[config.mk]
export PLATFORM = sky130hd
export DESIGN_NAME = bus_dma
export DESIGN_NICKNAME = d
export VERILOG_FILES = /design/src/rtl/bus_dma.sv
export SDC_FILE = /design/constraint.sdc
export NUM_CORES = 1
export LEC_CHECK = 0
export ABC_AREA = 1
export CORE_MARGIN = 4
export CORE_UTILIZATION = 54
export CTS_CLUSTER_SIZE = 10
export DETAILED_ROUTE_END_ITERATION = 6
export HOLD_SLACK_MARGIN = 0.15
export PLACE_DENSITY = 0.85
export SLEW_MARGIN = 20
export SYNTH_ARGS = -nofsm -noshare
export SYNTH_HDL_FRONTEND = slang
export SYNTH_SLANG_ARGS = --single-unit
[constraint.sdc]
create_clock -name clk_i -period 2.4 [get_ports clk_i]
set_input_delay 0.48 -clock clk_i [delete_from_list [all_inputs] [get_ports clk_i]]
set_output_delay 0.48 -clock clk_i [all_outputs]
set_load 0.01 [all_outputs]
[src/rtl/bus_dma.sv]
// Register-programmed single-channel DMA: copies LEN words from SRC to DST over a
// host bus with one outstanding transaction, raising a level interrupt when done.
module bus_dma #(
    parameter int AddrOffsetBits = 10
) (
    input  logic        clk_i,
    input  logic        rst_ni,
    input  logic        dev_req_i,
    input  logic [31:0] dev_addr_i,
    input  logic        dev_we_i,
    input  logic [3:0]  dev_be_i,
    input  logic [31:0] dev_wdata_i,
    output logic        dev_rvalid_o,
    output logic [31:0] dev_rdata_o,
    output logic        dev_err_o,
    output logic        host_req_o,
    output logic [31:0] host_addr_o,
    output logic        host_we_o,
    output logic [3:0]  host_be_o,
    output logic [31:0] host_wdata_o,
    input  logic        host_gnt_i,
    input  logic        host_rvalid_i,
    input  logic [31:0] host_rdata_i,
    input  logic        host_err_i,
    output logic        irq_o
);
    typedef enum logic [2:0] {
        IDLE    = 3'd0,
        RD_REQ  = 3'd1,
        RD_WAIT = 3'd2,
        WR_REQ  = 3'd3,
        WR_WAIT = 3'd4
    } state_t;

    state_t      state_r, state_s;
    logic [31:0] src_r, dst_r, cur_src_r, cur_dst_r, buf_r;
    logic [15:0] len_r, count_r;
    logic        irq_en_r, done_r, err_r;
    logic        dev_rvalid_r, dev_err_r;
    logic [31:0] dev_rdata_r;

    logic [31:0] word_s, rd_data_s;
    logic        acc_err_s, wr_ok_s, busy_s, start_s;
    logic        host_req_s, host_we_s;
    logic [31:0] host_addr_s, host_wdata_s;
    logic [3:0]  host_be_s;
    logic        rd_done_s, step_s, last_s, abort_s;

    // Config-port decode and read mux.
    always_comb begin
        word_s    = 32'(dev_addr_i[AddrOffsetBits-1:2]);
        acc_err_s = (word_s > 32'd4) || (dev_we_i && (dev_be_i != 4'hF));
        wr_ok_s   = dev_req_i && dev_we_i && !acc_err_s;
        busy_s    = (state_r != IDLE);
        start_s   = wr_ok_s && (word_s == 32'd3) && dev_wdata_i[0] && !busy_s;
        case (word_s)
            32'd0:   rd_data_s = src_r;
            32'd1:   rd_data_s = dst_r;
            32'd2:   rd_data_s = {16'h0000, len_r};
            32'd3:   rd_data_s = {30'h0, irq_en_r, 1'b0};
            32'd4:   rd_data_s = {29'h0, err_r, done_r, busy_s};
            default: rd_data_s = 32'h0;
        endcase
    end

    // Transfer FSM next-state and host request outputs (driven from registers only).
    always_comb begin
        state_s      = state_r;
        host_req_s   = 1'b0;
        host_we_s    = 1'b0;
        host_be_s    = 4'h0;
        host_addr_s  = 32'h0;
        host_wdata_s = 32'h0;
        rd_done_s    = 1'b0;
        step_s       = 1'b0;
        last_s       = 1'b0;
        abort_s      = 1'b0;
        case (state_r)
            IDLE: begin
                if (start_s && (len_r != 16'd0)) begin
                    state_s = RD_REQ;
                end else begin
                    state_s = IDLE;
                end
            end
            RD_REQ: begin
                host_req_s  = 1'b1;
                host_be_s   = 4'hF;
                host_addr_s = cur_src_r;
                if (host_gnt_i) begin
                    state_s = RD_WAIT;
                end else begin
                    state_s = RD_REQ;
                end
            end
            RD_WAIT: begin
                if (host_rvalid_i && host_err_i) begin
                    abort_s = 1'b1;
                    state_s = IDLE;
                end else if (host_rvalid_i) begin
                    rd_done_s = 1'b1;
                    state_s   = WR_REQ;
                end else begin
                    state_s = RD_WAIT;
                end
            end
            WR_REQ: begin
                host_req_s   = 1'b1;
                host_we_s    = 1'b1;
                host_be_s    = 4'hF;
                host_addr_s  = cur_dst_r;
                host_wdata_s = buf_r;
                if (host_gnt_i) begin
                    state_s = WR_WAIT;
                end else begin
                    state_s = WR_REQ;
                end
            end
            WR_WAIT: begin
                if (host_rvalid_i && host_err_i) begin
                    abort_s = 1'b1;
                    state_s = IDLE;
                end else if (host_rvalid_i) begin
                    step_s = 1'b1;
                    if (count_r == 16'd1) begin
                        last_s  = 1'b1;
                        state_s = IDLE;
                    end else begin
                        state_s = RD_REQ;
                    end
                end else begin
                    state_s = WR_WAIT;
                end
            end
            default: state_s = IDLE;
        endcase
    end

    // State, config registers, working counters and config response.
    always_ff @(posedge clk_i or negedge rst_ni) begin
        if (!rst_ni) begin
            state_r      <= IDLE;
            src_r        <= 32'h0;
            dst_r        <= 32'h0;
            len_r        <= 16'h0;
            irq_en_r     <= 1'b0;
            done_r       <= 1'b0;
            err_r        <= 1'b0;
            cur_src_r    <= 32'h0;
            cur_dst_r    <= 32'h0;
            count_r      <= 16'h0;
            buf_r        <= 32'h0;
            dev_rvalid_r <= 1'b0;
            dev_err_r    <= 1'b0;
            dev_rdata_r  <= 32'h0;
        end else begin
            state_r      <= state_s;
            dev_rvalid_r <= dev_req_i;
            dev_err_r    <= dev_req_i && acc_err_s;
            dev_rdata_r  <= (dev_req_i && !dev_we_i && !acc_err_s) ? rd_data_s : 32'h0;
            if (wr_ok_s && !busy_s) begin
                case (word_s)
                    32'd0:   src_r <= {dev_wdata_i[31:2], 2'b00};
                    32'd1:   dst_r <= {dev_wdata_i[31:2], 2'b00};
                    32'd2:   len_r <= dev_wdata_i[15:0];
                    default: ;
                endcase
            end
            if (wr_ok_s && (word_s == 32'd3)) begin
                irq_en_r <= dev_wdata_i[1];
            end
            // W1C first so that a completion in the same cycle still lands.
            if (wr_ok_s && (word_s == 32'd4)) begin
                if (dev_wdata_i[1]) done_r <= 1'b0;
                if (dev_wdata_i[2]) err_r  <= 1'b0;
            end
            if (start_s) begin
                if (len_r == 16'd0) begin
                    done_r <= 1'b1;
                end else begin
                    cur_src_r <= src_r;
                    cur_dst_r <= dst_r;
                    count_r   <= len_r;
                    done_r    <= 1'b0;
                    err_r     <= 1'b0;
                end
            end
            if (rd_done_s) begin
                buf_r <= host_rdata_i;
            end
            if (step_s) begin
                cur_src_r <= cur_src_r + 32'd4;
                cur_dst_r <= cur_dst_r + 32'd4;
                count_r   <= count_r - 16'd1;
            end
            if (last_s) begin
                done_r <= 1'b1;
            end
            if (abort_s) begin
                done_r <= 1'b1;
                err_r  <= 1'b1;
            end
        end
    end

    assign dev_rvalid_o = dev_rvalid_r;
    assign dev_rdata_o  = dev_rdata_r;
    assign dev_err_o    = dev_err_r;
    assign host_req_o   = host_req_s;
    assign host_addr_o  = host_addr_s;
    assign host_we_o    = host_we_s;
    assign host_be_o    = host_be_s;
    assign host_wdata_o = host_wdata_s;
    assign irq_o        = done_r && irq_en_r;

endmodule

==> results of run 1 <==
==> through the flow <==
stage	instance area, sq um	cells
4_1_cts	15800	2278
2_1_floorplan	12300	1783
5_1_grt	15800	2282
6_report	15800	2282
3_3_place_gp	14800	2232
3_5_place_dp	14800	2232
==> final cells by class <==
class	instances	area, sq um	share of cell area [%]
tap	280	350	2.22
sequential	224	5610	35.4
clock inverter	2	13.8	0.0870
clock buffer	35	756	4.78
inverter	192	727	4.60
timing repair buffer	266	2540	16.1
multi-input combinational	1283	5820	36.8
==> cells in the final DEF (no fill, tap or decap), drive strengths merged <==
master / instances
nand2: 662
dfrtp: 224
nor2: 207
inv: 192
nand3: 135
o21ai: 123
clkdlybuf4s50: 117
buf: 106
clkbuf: 62
a21oi: 60
o22ai: 21
xor2: 12
a31oi: 11
nand4: 10
dlygate4sd2: 10
nand3b: 8
nor3: 7
nor4: 5
clkdlybuf4s15: 5
xnor2: 4
ha: 4
o31ai: 3
and2: 2
conb: 2
a22o: 2
clkinvlp: 1
o221ai: 1
a41oi: 1
nor3b: 1
o21bai: 1
or2: 1
clkinv: 1
dlygate4sd3: 1
==> worst max path at each step <==
stage                          from                       end  slack (ps)
2_1_floorplan  state_r[2]$_DFF_PN0_           host_addr_o[12]         330
3_3_place_gp   state_r[1]$_DFF_PN0_           host_addr_o[20]           9
3_5_place_dp          dev_addr_i[4]  cur_dst_r[6]$_DFFE_PN0P_         -20
4_1_cts        state_r[2]$_DFF_PN0_            host_addr_o[5]        -170
5_1_grt        state_r[0]$_DFF_PN0_           host_addr_o[23]        -190
6_report       state_r[1]$_DFF_PN0_           host_addr_o[24]        -150
==> logic make-up after synthesis <==
group / share of synthesized area, %
buffers and inverters: 9.16
AOI/OAI and AO/OA: 9.61
and+or+nand+nor: 34.1
adders and majority gates: 0.407
other: 0.0305
DFF: 45.6
xor gates and xnor gates: 1.14
==> where the power goes <==
part           leakage (nW)  internal [mW]  switching, mW
combinational          4.40          0.505          0.667
sequential             2.97           4.05         0.0843
clock                 0.381           2.16           1.53
total                  7.75           6.71           2.28
==> worst reg2reg max path, delay by kind of cell (launching register included) <==
kind / cells / cell delay (ps)
buf+inv: 3 / 470
flops: 1 / 390
simple gates: 8 / 1260
==> routing by layer <==
metal  up-vias  part of all wire [%]  track usage (%)
met5         -                     0                0
met4         0                   3.5             10.3
met3        93                   7.6             4.72
met2       600                    46             50.2
met1      5892                    43             43.3
li1       6018                     -                -
==> what timing repair did <==
item / in CTS / in global routing
gates resized for setup: 210 / 69
setup buffers: 7 / 3
pin swaps: 1 / 4
gates cloned: 1 / 2
endpoints found under the setup margin: 68 / 52
hold buffers: 1 / 0
hold endpoints to repair: 60 / 0
==> registers in the layout, indices dropped and copies added (netlist names) <==
register	count
buf_r	32
count_r	16
cur_dst_r	30
cur_src_r	30
dev_err_o	1
dev_rdata_o	32
dev_rvalid_o	1
done_r	1
dst_r	30
err_r	1
irq_en_r	1
len_r	16
src_r	30
state_r	3
==> reports/qor.yml, run 1 <==
outcome: "finished with violations"
failed_checks: "negative setup slack"
synth.distinct_cells: 38
gr-total-overflow: 0
rsz0062_at_grt: "true"
antennaDiodeCount: 0
vias_per_cell: 5.52
syn_area_sq_um: 12300
yosysMostFrequentCell: "nand2_1"
clk_latency_ps: 540
min_period_ps: 2550
max_stage_delay_ps: 410
r2r_cells: 11
critical_path_required_ps: 1920
finalSetupTns_ps: -1280
synth_area_leaders: "dfrtp_1 46%, nand2_1 20%, nor2_1 6.3%, inv_1 5.7%, nand3_1 5.5%"
yosys_register_bits: 224
ys_async_sr_fraction_pct: 100
final_core_util_pct: 71.6
grt_pass1_wl_microns: 64200
r2r_setup_slack_ps: 220
total_leakage_power_nw: 7.75
rr_startpoint: "state_r[0]$_DFF_PN0_"
first_pass_iters: 5
critPathBufInv: 6
grt_usage_pct: 31.0
cp_max_fo: 8
clockRootBuffer: "clkbuf_16"
crit_family: "buffers and inverters"
setup_slack_ps: -150
drc_errors: 0
hp-start: "dev_wdata_i[18]"
path_cells: "nor3_2 -> buf_4 -> clkinvlp_4 -> buf_12 -> buf_12 -> buf_8 -> o22ai_4 -> buf_6"
whs_path_depth: 3
tritoncts: "yes"
crit_cells: 8
antenna_found_initial: 0
cp-start-kind: "flop"
post-place-ws_ps: -18.2
cts_buffers: 27
grt_pass1_vias: 12241
power_density_nw_per_um2: 569
hpwl_microns: 29000
finalPower_mw: 8.99
fillerInstances: 1802
drv_slew: 0
wire_per_inst_microns: 17.7
cts.sinks: 224
vias: 12603
path_clk_slew_ps: 60
rows: 54
ant_nets: 0
drt-initial-drc-count: 1122
drive_gt1_share_pct: 10.9
fmax_mhz: 392
initial_core_util_pct: 55.7
synth_top_cell_area_share_pct: 45.6
worst-setup-path-type: "flop to output pin"
worst_pin_slew_ps: 653
hold_class: "input port to flop"
slew_headroom_pct: 56.0
setup_viol: 20
syn2layout_area_growth_pct: 28.6
htreeDepth: 1
whs_ps: 502
dieWidth_microns: 159
nets: 2105
synth_top_area_cell: "dfrtp_1"
ios: 212
synth_ff_type: "dfrtp_1"
routabilityCongestion: 0.961
ys_seq_area_share_pct: 45.6
drt_wl_total_microns: 40500
die_height_microns: 159
clockBufferDepth: 3
core_sq_um: 22100
ys_warn_count: 0
drv_cap: 0
critPathSlowestCell: "dfrtp_1"
synth_enable_flop_cells: 0
path_common_cell: "buf_12"
grt_max_degree: 67
syn_avg_cell_area_sq_um: 6.90
timing.final.crit_share_pct: 106
io_buffers: 185
syn_inst: 1782
cp-end-kind: "output pin"
skew_ps: 17.1
synth_common_cells: "659 x nand2_1, 224 x dfrtp_1, 205 x nor2_1, 187 x inv_1, 134 x nand3_1"
worstPathArrival_ps: 2070
reg2reg_to: "cur_src_r[31]$_DFFE_PN0P_"
hold_end: "dst_r[18]$_DFFE_PN0P_"
final_hold_viol_count: 0
peakVddDrop_mv: 0.533
die-area_sq_um: 25300
No activity file was read; power rests on OpenSTA's default activity.
==> run 2, diff against run 1 <==
==> constraint.sdc (replaced) <==
create_clock -name clk_i -period 2.4 [get_ports clk_i]
set_input_delay 0.48 -clock clk_i [delete_from_list [all_inputs] [get_ports clk_i]]
set_output_delay 0.48 -clock clk_i [all_outputs]
set_load 0.005 [all_outputs]
==> run 2 against run 1 <==
The run still ends with negative setup slack left. Worst setup slack worse by 28 ps. Worst hold slack worse by 29 ps. Via count is 1.1% higher. Register-to-register slack better by 30 ps. Die area stayed put. Non-clock buffer count is 12 higher. Maximum frequency is 1.1% lower. Critical path depth stayed put. Utilization is 0.28 points higher. Largest power group unchanged.
==> reports/qor.yml, run 2 (synthesized netlist as in run 1, its figures left out) <==
outcome: "finished with violations"
failed_checks: "negative setup slack"
drt_wl_total_microns: 40200  # -0.57%
placed_area_sq_um: 14800  # -0.37%
skew_ps: 11.9  # -5.23 ps
cts.sinks: 224  # unchanged
rsz0062_at_grt: "true"
cp-end-kind: "output pin"
vias_per_cell: 5.56  # +0.61%
grt_usage_pct: 30.5  # -0.55 points
htreeDepth: 1  # unchanged
setup_slack_ps: -178  # -28.0 ps
clk_latency_ps: 540  # about the same
setup_viol: 34  # +70%
hpwl_microns: 27900  # -3.5%
post-place-ws_ps: 3.50  # +21.7 ps
mostFrequentLayoutCells: "655 x nand2_1, 224 x dfrtp_1, 191 x nor2_1, 185 x inv_1, 134 x nand3_1"
total_leakage_power_nw: 7.81  # +0.81%
rows: 54  # unchanged
worst-setup-path-type: "flop to output pin"
die-area_sq_um: 25300  # unchanged
antennaDiodeCount: 0  # unchanged
final_area_sq_um: 15900  # +0.39%
wire_per_inst_microns: 17.5  # -1.1%
drv_slew: 0  # unchanged
vias: 12747  # +1.1%
instances_no_fill: 2294  # +0.53%
whs_ps: 473  # -28.8 ps
clockRootBuffer: "clkbuf_16"
drc_errors: 0  # unchanged
min_period_ps: 2580  # +28.0 ps
ios: 212  # unchanged
tritoncts: "yes"
final_hold_viol_count: 0  # unchanged
core_sq_um: 22100  # unchanged
slew_headroom_pct: 61.5  # +5.5 points
grt_pass1_vias: 12167  # -0.60%
hold_class: "input port to async pin"
io_buffers: 185  # unchanged
die_height_microns: 159  # unchanged
cp-start-kind: "flop"
peakVddDrop_mv: 0.533  # -0.12%
multi_input_area_sq_um: 5860  # +0.60%
drive_gt1_share_pct: 12.2  # +1.3 points
grt_max_degree: 67  # unchanged
nets: 2117  # +0.57%
cts_buffers: 27  # unchanged
worstPathArrival_ps: 2100  # +30 ps
path_clk_slew_ps: 60  # about the same
r2r_setup_slack_ps: 250  # +30 ps
timing.final.crit_share_pct: 107  # +1.2 points
dieWidth_microns: 159  # unchanged
syn2layout_area_growth_pct: 29.1
initial_core_util_pct: 55.7  # unchanged
regArea_sq_um: 5610  # unchanged
cp_max_fo: 5  # -3
critical_path_required_ps: 1920  # about the same
clockBufferDepth: 3  # unchanged
r2r_cells: 12  # +1
layout_commonest_cell: "nand2_1"
first_pass_iters: 5  # unchanged
fmax_mhz: 388  # -1.1%
ant_nets: 0  # unchanged
gr-total-overflow: 0  # unchanged
power_density_nw_per_um2: 569  # about the same
drv_cap: 0  # unchanged
place_inst: 2228  # -0.18%
finalPower_mw: 9.03  # +0.43%
worst_pin_slew_ps: 571  # -81.7 ps
fillerInstances: 1776  # -1.4%
reg2reg_to: "cur_src_r[14]$_DFFE_PN0P_"
routabilityCongestion: 0.998  # +3.9%
grt_pass1_wl_microns: 63200  # -1.5%
rr_startpoint: "state_r[0]$_DFF_PN0_"
antenna_found_initial: 0  # unchanged
drt-initial-drc-count: 1221  # +8.8%
## run 2: cell types whose count changed in the layout (fill, tap and decap cells not counted), moves of 3 or more
cell | before | now
dlymetal6s2s_1 | 0 | 3
nor2_1 | 204 | 191
dlygate4sd2_1 | 10 | 2
o22ai_2 | 10 | 13
buf_12 | 18 | 14
buf_4 | 55 | 62
buf_2 | 20 | 34
nor2_2 | 1 | 12
## run 2: final cells by class
class	count	share of cell area [%]
Tap cell	280	2.21
Clock buffer	35	4.63
Sequential cell	224	35.3
Multi-Input combinational cell	1283	36.9
Inverter	192	4.56
Clock inverter	2	0.102
Timing Repair Buffer	278	16.3
## run 2: timing repair
action | in CTS | in global routing
endpoints found under the hold margin | 58 | 0
hold buffers | 1 | 0
resized for setup | 196 | 108
pin swaps | 4 | 5
endpoints found under the setup margin | 68 | 52
buffers inserted | 14 | 14
cloned | 1 | 3
## run 2: critical path, cell delays in order, from the launching register on
cell and delay (ps):
dfrtp_1 400, nor3_2 190, buf_4 150, clkinvlp_4 100
buf_12 160, clkbuf_16 150, buf_6 110, o22ai_2 160
buf_2 140
## run 2: how the worst max path moves through the flow
stage / slack (ps) / start / to / depth (start not counted)
global route: -240 / state_r[1]$_DFF_PN0_ / host_addr_o[27] / 8
CTS: -140 / state_r[0]$_DFF_PN0_ / host_addr_o[22] / 9
detailed placement: 3 / state_r[2]$_DFF_PN0_ / host_addr_o[24] / 6
global placement: 40 / state_r[2]$_DFF_PN0_ / host_addr_o[20] / 6
finish: -180 / state_r[1]$_DFF_PN0_ / host_addr_o[27] / 8
floorplan: 460 / state_r[2]$_DFF_PN0_ / host_addr_o[13] / 4
## run 2: layer usage
metal  track usage (%)  routed length [microns]
met1              42.4                    16700
met2              48.1                    18200
met4              10.7                     1460
met3              6.09                     3930
met5                 0                        0
## run 2: report_power, final
group          internal (mW)  leakage, nW  switching, mW
Sequential              4.05         2.97         0.0900
Combinational          0.566         4.48          0.714
Clock                   2.10        0.365           1.51
## run 2: per-stage QoR
stage | setup TNS (ps) | util, %
2_1_floorplan | 0 | -
5_1_grt | -7030 | 71.9
4_1_cts | -1140 | 71.3
6_report | -2700 | 71.9
3_5_place_dp | 0 | 66.8
3_3_place_gp | 0 | 66.8
